`src/rtl/genbus_master.sv`:
```
// Initiator end of the generic data bus: accepts one core request at a time, decodes the
// target slave, drives held strobes, honours slave wait states and aborts on timeout.
module genbus_master #(
  parameter int NSLAVES  = 4,
  parameter int SLAVE_AW = 4,
  parameter int TIMEOUT  = 15
) (
  input  logic                    i_clk,
  input  logic                    i_rst,
  input  logic                    i_req_valid,
  output logic                    o_req_ready,
  input  logic [15:0]             i_req_adr,
  input  logic [1:0]              i_req_we,
  input  logic [1:0]              i_req_re,
  input  logic [15:0]             i_req_wdata,
  output logic                    o_resp_valid,
  output logic [15:0]             o_resp_rdata,
  output logic                    o_resp_err,
  output logic [15:0]             o_adr,
  output logic [15:0]             o_mdata,
  output logic [1:0]              o_we,
  output logic [1:0]              o_re,
  output logic [NSLAVES-1:0]      o_sel,
  input  logic [16*NSLAVES-1:0]   i_s_sdata,
  input  logic [NSLAVES-1:0]      i_s_ws
);

  typedef enum logic {ST_IDLE = 1'b0, ST_BUS = 1'b1} state_t;

  state_t               r_state, w_state_nxt;
  logic                 r_ready, w_ready_nxt;
  logic                 r_resp_valid, w_resp_valid_nxt;
  logic                 r_resp_err, w_resp_err_nxt;
  logic [15:0]          r_rdata, w_rdata_nxt;
  logic [15:0]          r_adr, w_adr_nxt;
  logic [15:0]          r_mdata, w_mdata_nxt;
  logic [1:0]           r_we, w_we_nxt;
  logic [1:0]           r_re, w_re_nxt;
  logic [NSLAVES-1:0]   r_sel, w_sel_nxt;
  logic [7:0]           r_cnt, w_cnt_nxt;

  logic [3:0]           w_idx;
  logic                 w_dec_err, w_empty, w_accept, w_ws, w_timeout;
  logic [1:0]           w_re_eff;
  logic [NSLAVES-1:0]   w_onehot;
  logic [15:0]          w_sdata, w_lane_mask;

  assign w_idx       = i_req_adr[SLAVE_AW+3:SLAVE_AW];
  assign w_dec_err   = ({1'b0, w_idx} >= 5'(NSLAVES));
  assign w_re_eff    = (i_req_we != 2'b00) ? 2'b00 : i_req_re;  // write wins over read
  assign w_empty     = (i_req_we == 2'b00) && (w_re_eff == 2'b00);
  assign w_accept    = i_req_valid && r_ready && (r_state == ST_IDLE);
  assign w_ws        = |(i_s_ws & r_sel);
  assign w_timeout   = (r_cnt == 8'(TIMEOUT));
  assign w_lane_mask = {{8{r_re[1]}}, {8{r_re[0]}}};

  always_comb begin
    w_onehot = '0;
    w_sdata  = 16'h0000;
    for (int k = 0; k < NSLAVES; k++) begin
      w_onehot[k] = (w_idx == 4'(k));
      if (r_sel[k]) begin
        w_sdata = w_sdata | i_s_sdata[16*k +: 16];
      end else begin
        w_sdata = w_sdata;
      end
    end
  end

  always_ff @(posedge i_clk) begin
    if (i_rst) r_state <= ST_IDLE;
    else       r_state <= w_state_nxt;
  end

  always_comb begin
    w_state_nxt = r_state;
    case (r_state)
      ST_IDLE: begin
        if (w_accept && !w_dec_err && !w_empty) w_state_nxt = ST_BUS;
        else                                   w_state_nxt = ST_IDLE;
      end
      ST_BUS: begin
        if (!w_ws || w_timeout) w_state_nxt = ST_IDLE;
        else                    w_state_nxt = ST_BUS;
      end
      default: w_state_nxt = ST_IDLE;
    endcase
  end

  // Next values of the registered outputs; bus fields only change on accept or completion.
  always_comb begin
    w_ready_nxt      = r_ready;
    w_resp_valid_nxt = 1'b0;
    w_resp_err_nxt   = r_resp_err;
    w_rdata_nxt      = r_rdata;
    w_adr_nxt        = r_adr;
    w_mdata_nxt      = r_mdata;
    w_we_nxt         = r_we;
    w_re_nxt         = r_re;
    w_sel_nxt        = r_sel;
    w_cnt_nxt        = r_cnt;
    case (r_state)
      ST_IDLE: begin
        w_ready_nxt = 1'b1;
        if (w_accept) begin
          if (w_dec_err || w_empty) begin
            w_resp_valid_nxt = 1'b1;
            w_resp_err_nxt   = w_dec_err;
            w_rdata_nxt      = 16'h0000;
          end else begin
            w_ready_nxt = 1'b0;
            w_adr_nxt   = i_req_adr;
            w_mdata_nxt = i_req_wdata;
            w_we_nxt    = i_req_we;
            w_re_nxt    = w_re_eff;
            w_sel_nxt   = w_onehot;
            w_cnt_nxt   = 8'd0;
          end
        end else begin
          w_ready_nxt = 1'b1;
        end
      end
      ST_BUS: begin
        if (!w_ws || w_timeout) begin
          w_ready_nxt      = 1'b1;
          w_resp_valid_nxt = 1'b1;
          w_resp_err_nxt   = w_ws;
          w_rdata_nxt      = w_ws ? 16'h0000 : (w_sdata & w_lane_mask);
          w_adr_nxt        = 16'h0000;
          w_mdata_nxt      = 16'h0000;
          w_we_nxt         = 2'b00;
          w_re_nxt         = 2'b00;
          w_sel_nxt        = '0;
        end else begin
          w_cnt_nxt = r_cnt + 8'd1;
        end
      end
      default: w_ready_nxt = 1'b0;
    endcase
  end

  // Output registers; reset clears everything so a mid-access reset issues no response.
  always_ff @(posedge i_clk) begin
    if (i_rst) begin
      r_ready      <= 1'b0;
      r_resp_valid <= 1'b0;
      r_resp_err   <= 1'b0;
      r_rdata      <= 16'h0000;
      r_adr        <= 16'h0000;
      r_mdata      <= 16'h0000;
      r_we         <= 2'b00;
      r_re         <= 2'b00;
      r_sel        <= '0;
      r_cnt        <= 8'd0;
    end else begin
      r_ready      <= w_ready_nxt;
      r_resp_valid <= w_resp_valid_nxt;
      r_resp_err   <= w_resp_err_nxt;
      r_rdata      <= w_rdata_nxt;
      r_adr        <= w_adr_nxt;
      r_mdata      <= w_mdata_nxt;
      r_we         <= w_we_nxt;
      r_re         <= w_re_nxt;
      r_sel        <= w_sel_nxt;
      r_cnt        <= w_cnt_nxt;
    end
  end

  assign o_req_ready  = r_ready;
  assign o_resp_valid = r_resp_valid;
  assign o_resp_err   = r_resp_err;
  assign o_resp_rdata = r_rdata;
  assign o_adr        = r_adr;
  assign o_mdata      = r_mdata;
  assign o_we         = r_we;
  assign o_re         = r_re;
  assign o_sel        = r_sel;

endmodule

```
`config.mk`:
```
export PLATFORM = sky130hd
export DESIGN_NAME = genbus_master
export DESIGN_NICKNAME = d
export VERILOG_FILES = /design/src/rtl/genbus_master.sv
export SDC_FILE = /design/constraint.sdc
export NUM_CORES = 1
export LEC_CHECK = 0
export CAP_MARGIN = 0
export CORE_MARGIN = 1.5
export CORE_UTILIZATION = 60
export DETAILED_ROUTE_END_ITERATION = 6
export DONT_BUFFER_PORTS = 1
export PLACE_DENSITY_LB_ADDON = 0.2
export SLEW_MARGIN = 10
export SYNTH_ARGS = -nofsm -noshare
export SYNTH_HDL_FRONTEND = slang
export SYNTH_SLANG_ARGS = --single-unit
```
`constraint.sdc`:
```
create_clock -name i_clk -period 4.8 [get_ports i_clk]
set_input_delay 0.96 -clock i_clk [delete_from_list [all_inputs] [get_ports i_clk]]
set_output_delay 0.96 -clock i_clk [all_outputs]
set_load 0.02 [all_outputs]
```
==> results of run 1 <==
cells in the mapped netlist, types with 3 or more instances:
master    count  area, µm²
dfxtp_1      68       1360
nand2_1      38        143
inv_1        19       71.3
and2_1        3       18.8
and3_1        5       31.3
xnor2_1       3       26.3
a22oi_1      34        255
nand3_1       3       15.0
buf_6         5       56.3
a32o_1       37        370
o31ai_1      16        120
a31o_2        3       26.3
buf_2        12       60.1
clkbuf_1      8       30.0
buf_1         3       11.3
nand4_1       3       18.8
a21oi_1       4       20.0
nor2_1        6       22.5
stage by stage:
step / total power, mW / utilization (%) / std cells / worst slack, ps / instance area, µm²
after floorplan: 0.634 / - / 301 / 2490 / 2940
after global placement: 0.635 / 61.3 / 344 / 2070 / 2900
after detailed placement: 0.635 / 61.3 / 344 / 2040 / 2900
after CTS: 1.10 / 65.6 / 360 / 2390 / 3100
after global routing: 1.13 / 65.6 / 360 / 2210 / 3100
final: 1.09 / 65.6 / 360 / 2390 / 3100
metal layers:
metal	share of wire [%]	routed length, µm	vias up
met1	41	2870	1144
met2	48	3370	121
li1	-	-	1131
met5	0	0	-
met3	9.5	664	9
met4	1.6	115	0
placed cells by master (no fill, tap or decap), types with 3 or more instances in the layout:
cell type / n
xnor2_1: 3
and3_1: 5
clkbuf_8: 10
and2_1: 3
a31o_2: 3
nand4_1: 3
dfxtp_1: 68
o31ai_1: 16
nor2_1: 6
a21oi_1: 4
nand3_1: 3
nand2_1: 38
buf_4: 4
inv_1: 19
a22oi_1: 34
a32o_1: 37
critical path: stages (launching register included):
cell      delay [ps]
dfxtp_1          870
a22oi_1          350
a21boi_2         480
a21oi_2          310
o31ai_1          280
area by class of cell:
cell class | count | area share, %
flip-flops and latches | 68 | 44.0
inverters | 19 | 2.30
well taps | 67 | 2.71
multi-input cells | 186 | 43.6
clock inverters | 6 | 2.06
repair buffers | 4 | 0.970
clock buffers | 10 | 4.44
state kept, by name, summed over array words and instances, names as in the netlist:
name	count
o_adr	16
o_mdata	16
o_re	2
o_req_ready	1
o_resp_err	1
o_resp_rdata	16
o_resp_valid	1
o_sel	4
o_we	2
r_cnt	8
r_state	1
power by group through the flow:
stage	combinational, mW	sequential [mW]	clock, mW
detailed placement	0.0361	0.599	0
finish	0.0364	0.587	0.466
global route	0.0393	0.587	0.501
global placement	0.0357	0.599	0
CTS	0.0362	0.586	0.475
floorplan	0.0364	0.597	0
logic make-up (layout without fill, tap and decap cells):
logic type / after synthesis / in the layout / synth area share [%]
compound gates: 109 / 109 / 31.7
simple gates: 72 / 72 / 12.5
flops: 68 / 68 / 46.4
buf+inv: 47 / 39 / 7.80
xor+xnor: 3 / 3 / 0.895
fa+ha+maj: 1 / 1 / 0.426
mux: 1 / 1 / 0.341
worst max-delay path by stage:
stage                       endpoint  cells after the start  slack [ps]
finish              o_resp_rdata[11]                      4        2390
global route         o_resp_rdata[4]                      4        2210
CTS                         r_cnt[1]                      4        2390
detailed placement          r_cnt[1]                      4        2040
global placement            o_sel[1]                      3        2070
floorplan                    o_re[0]                      5        2490
==> flow_summary.toml, run 1 <==
[outcome]
status = "finished, final reports clean"

[yosys]
syn_inst = 301
ys_ff_latch = 68
synth.distinct_cells = 45
async_flop_share_pct = 0
synth_edf_count = 0
synth_flop_cell = "dfxtp_1"
syn_area_um2 = 2940
synth_warnings = 0
seq_area_frac_synth_pct = 46.4
syn_nets = 409
syn_avg_cell_area_um2 = 9.75

[setup_path]
r2r-end = "o_resp_rdata[11]"
end_kind = "flop"
critPathLaunch = "o_sel[3]"
critPathMaxFanout = 19
regToRegSetupSlack_ps = 2390
critPathKind = "flop to flop"
cp.arrival_ps = 2650
worstRegToRegCells = 4
cp.required_ps = 5040
r2r-start = "o_sel[3]"
startpoint_type = "flop"

[route]
drc = 0
ant_nets = 0
drt_pass1_iterations = 6
drt_iter0_drc = 191
wirelength_um = 7020
vias_per_cell = 6.68
wl_per_cell_um = 19.5
vias = 2405

[sta]
worst_pin_slew_ps = 1060
relSlewSlack_pct = 29.6
fin_tns_setup_ps = 0
skew_ps = 9.59
finalCritPeriodShare_pct = 50.2
setup_viol = 0
hold_viol_final = 0
layout_min_cycle_time_ps = 2410
slew_viol_final = 0
holdWs_ps = 517
clock.fmax_mhz = 415
grt_setup_unrepaired = "no"

[clocking]
cts_htree_levels = 3
postCtsSetupBuffers = 0
clock_latency_ps = 340
clock_path_buffers = 2
cts_resized = 0
cts_root_buf = "clkbuf_8"
cts_buffers = 9
clk_pin_slew_ps = 70
cts_hold_buf = 0
cts.sinks = 68
cts_tree = "yes"

[power]
powerDensity_nw_per_um2 = 352
switchingPower_mw = 0.252
leakage_nw = 1.10
comb_power_share_pct = 3.3
vdd_drop_max_mv = 0.258
swShare_pct = 23.1
power_frac_clock_pct = 42.8
power.internal_mw = 0.837
power_frac_seq_pct = 53.9

[die]
pin_count = 166
core.rowCount = 25
die_area_um2 = 5320
fp.dieH_um = 72.9
core_um2 = 4720
die_x_um = 72.9
start_util_pct = 62.1

[finish]
final_layout_size_suffix_gt1_share_pct = 11.6
multi_input_area_um2 = 1350
diodes = 0
fin_nets = 396
fill_cells = 429
layout.area.seq_um2 = 1360
synthToLayoutAreaGrowth_pct = 5.50

[grt]
busiest_layer = "met2"
grt.overflow.total = 0
globalRouteMet2Util_pct = 43.9
track_usage_pct = 26.7
first_global_vias = 2264
grtUsageMet1_pct = 31.1
use_met3_pct = 8.98
grt_antenna_before_repair = 0
grt_max_degree = 43
grt_pass1_wl_um = 10800

[run]
cap_viol_max_count = 0

[min_path]
min_from = "r_cnt[1]"
worstHoldPathCells = 2
hp-class = "flop to flop"
whs_endpoint = "r_cnt[1]"

[placement]
io_buffers = 0
gp_congestion = 0.915
hpwl_um = 4840
Note: power is estimated with default switching activity, not from simulation.
==> run 2, diff against run 1 <==
--- a/config.mk
+++ b/config.mk
@@ -7,7 +7,7 @@
 export LEC_CHECK = 0
 export CAP_MARGIN = 0
 export CORE_MARGIN = 1.5
-export CORE_UTILIZATION = 60
+export CORE_UTILIZATION = 56
 export DETAILED_ROUTE_END_ITERATION = 6
 export DONT_BUFFER_PORTS = 1
 export PLACE_DENSITY_LB_ADDON = 0.2
==> constraint.sdc (replaced) <==
create_clock -name i_clk -period 2.1 [get_ports i_clk]
set_input_delay 0.42 -clock i_clk [delete_from_list [all_inputs] [get_ports i_clk]]
set_output_delay 0.42 -clock i_clk [all_outputs]
set_load 0.02 [all_outputs]
==> run 2 against run 1 <==
Against the previous run: clock-buffer cell count is the same; sequential power grew 130%; design area grew 3.2%; largest cell class unchanged; highest routed layer unchanged.
==> flow_summary.toml, run 2 (same netlist as run 1, synthesis figures left out) <==
[outcome]
status = "finished, final reports clean"

[power]
power.internal_mw = 2.05
p_total_mw = 2.62
power_frac_seq_pct = 51.2
vdd_drop_max_mv = 0.621
switchingPower_mw = 0.570
swShare_pct = 21.8
power_frac_clock_pct = 45.1
powerDensity_nw_per_um2 = 819
leakage_nw = 1.16
comb_power_share_pct = 3.7

[clocking]
clock_latency_ps = 330
cts_hold_buf = 0
cts_buffers = 9
cts_tree = "yes"
clock_path_buffers = 2
cts_root_buf = "clkbuf_8"
clk_pin_slew_ps = 80
cts_htree_levels = 3
cts_resized = 0
postCtsSetupBuffers = 0
cts.sinks = 68

[grt]
track_usage_pct = 24.9
grt_pass1_wl_um = 10600
grt_max_degree = 43
busiest_layer = "met2"
globalRouteMet2Util_pct = 42.2
grtUsageMet1_pct = 29.1
use_met3_pct = 7.14
first_global_vias = 2300
grt_antenna_before_repair = 0
grt.overflow.total = 0

[min_path]
hp-class = "primary input to flop"

[die]
die_x_um = 75.4
core_um2 = 5070
die_area_um2 = 5690
fp.dieH_um = 75.4
start_util_pct = 57.8
pin_count = 166
core.rowCount = 26

[route]
vias_per_cell = 6.50
drt_iter0_drc = 105
vias = 2397
ant_nets = 0
drc = 0
drt_pass1_iterations = 4
wirelength_um = 7180
wl_per_cell_um = 19.5

[setup_path]
worstPathCellList = "and3b_1, and4_4, buf_4, a32o_1"
cp.required_ps = 2370
critPathMaxFanout = 18
critPathMaxStageDelay_ps = 510
startpoint_type = "flop"
cp_slowest_cell = "dfxtp_1"
cp.arrival_ps = 2000
end_kind = "flop"
critPathBufInv = 1
critPathKind = "flop to flop"
path_delay_family = "simple AND/OR/NAND/NOR gates"

[finish]
layout_commonest_cell = "dfxtp_1"
fin_cells = 369
final_layout_size_suffix_gt1_share_pct = 13.4
fin_nets = 402
synthToLayoutAreaGrowth_pct = 8.82
diodes = 0
layout_common_cells = "dfxtp_1 (68), nand2_1 (38), a32o_1 (37), a22oi_1 (34), inv_1 (19)"
fill_cells = 444
multi_input_area_um2 = 1350
layout.area.seq_um2 = 1360

[sta]
fin_tns_setup_ps = 0
slew_viol_final = 0
clock.fmax_mhz = 578
worst_pin_slew_ps = 525
setup_viol = 0
relSlewSlack_pct = 64.1
layout_min_cycle_time_ps = 1730
hold_viol_final = 0
grt_setup_unrepaired = "no"
skew_ps = 11.4
finalCritPeriodShare_pct = 82.4

[placement]
io_buffers = 0
gp_congestion = 0.801
hpwl_um = 5070
dp.cells = 353

[run]
cap_viol_max_count = 0
run 2: cell types whose count changed in the layout (fill, tap and decap cells not counted), sizes merged:
cell      change
bufinv        +1
clkinv        +1
buf           +6
clkinvlp      -2
run 2: path summary, 6_finish.rpt:
kind | start | slack, ps | endpoint | cells past startpoint
max | o_req_ready | 370 | o_mdata[2] | 4
min | i_rst | 160 | r_state | 1
max reg2reg | o_req_ready | 370 | o_mdata[2] | 4
min reg2reg | r_cnt[1] | 510 | r_cnt[1] | 2
run 2: per-layer routing:
metal | vias to the layer above | part of all wire (%)
li1 | 1132 | -
met1 | 1133 | 41
met4 | 0 | 1.8
met2 | 123 | 47
met5 | - | 0
met3 | 9 | 10
run 2: metrics by stage:
stage,util [%],setup slack (ps),area (µm²),hold slack (ps)
6_report,62.9,370,3190,156
4_1_cts,62.9,376,3190,138
3_3_place_gp,58.5,307,2970,480
3_5_place_dp,58.5,287,2970,498
2_1_floorplan,-,331,2940,464
5_1_grt,62.9,254,3190,146
run 2: power by group through the flow:
stage	Combinational, mW	Clock (mW)	Sequential [mW]
after floorplan	0.0831	0	1.37
after global placement	0.0948	0	1.37
after detailed placement	0.0967	0	1.37
after CTS	0.0970	1.21	1.34
after global routing	0.106	1.25	1.34
final	0.0964	1.18	1.34
run 2: area by class of cell:
class / count / area share [%]
clock buffers: 10 / 4.31
flip-flops and latches: 68 / 42.6
inverters: 19 / 2.23
clock inverters: 6 / 2.74
repair buffers: 10 / 3.13
multi-input cells: 186 / 42.2
well taps: 70 / 2.74
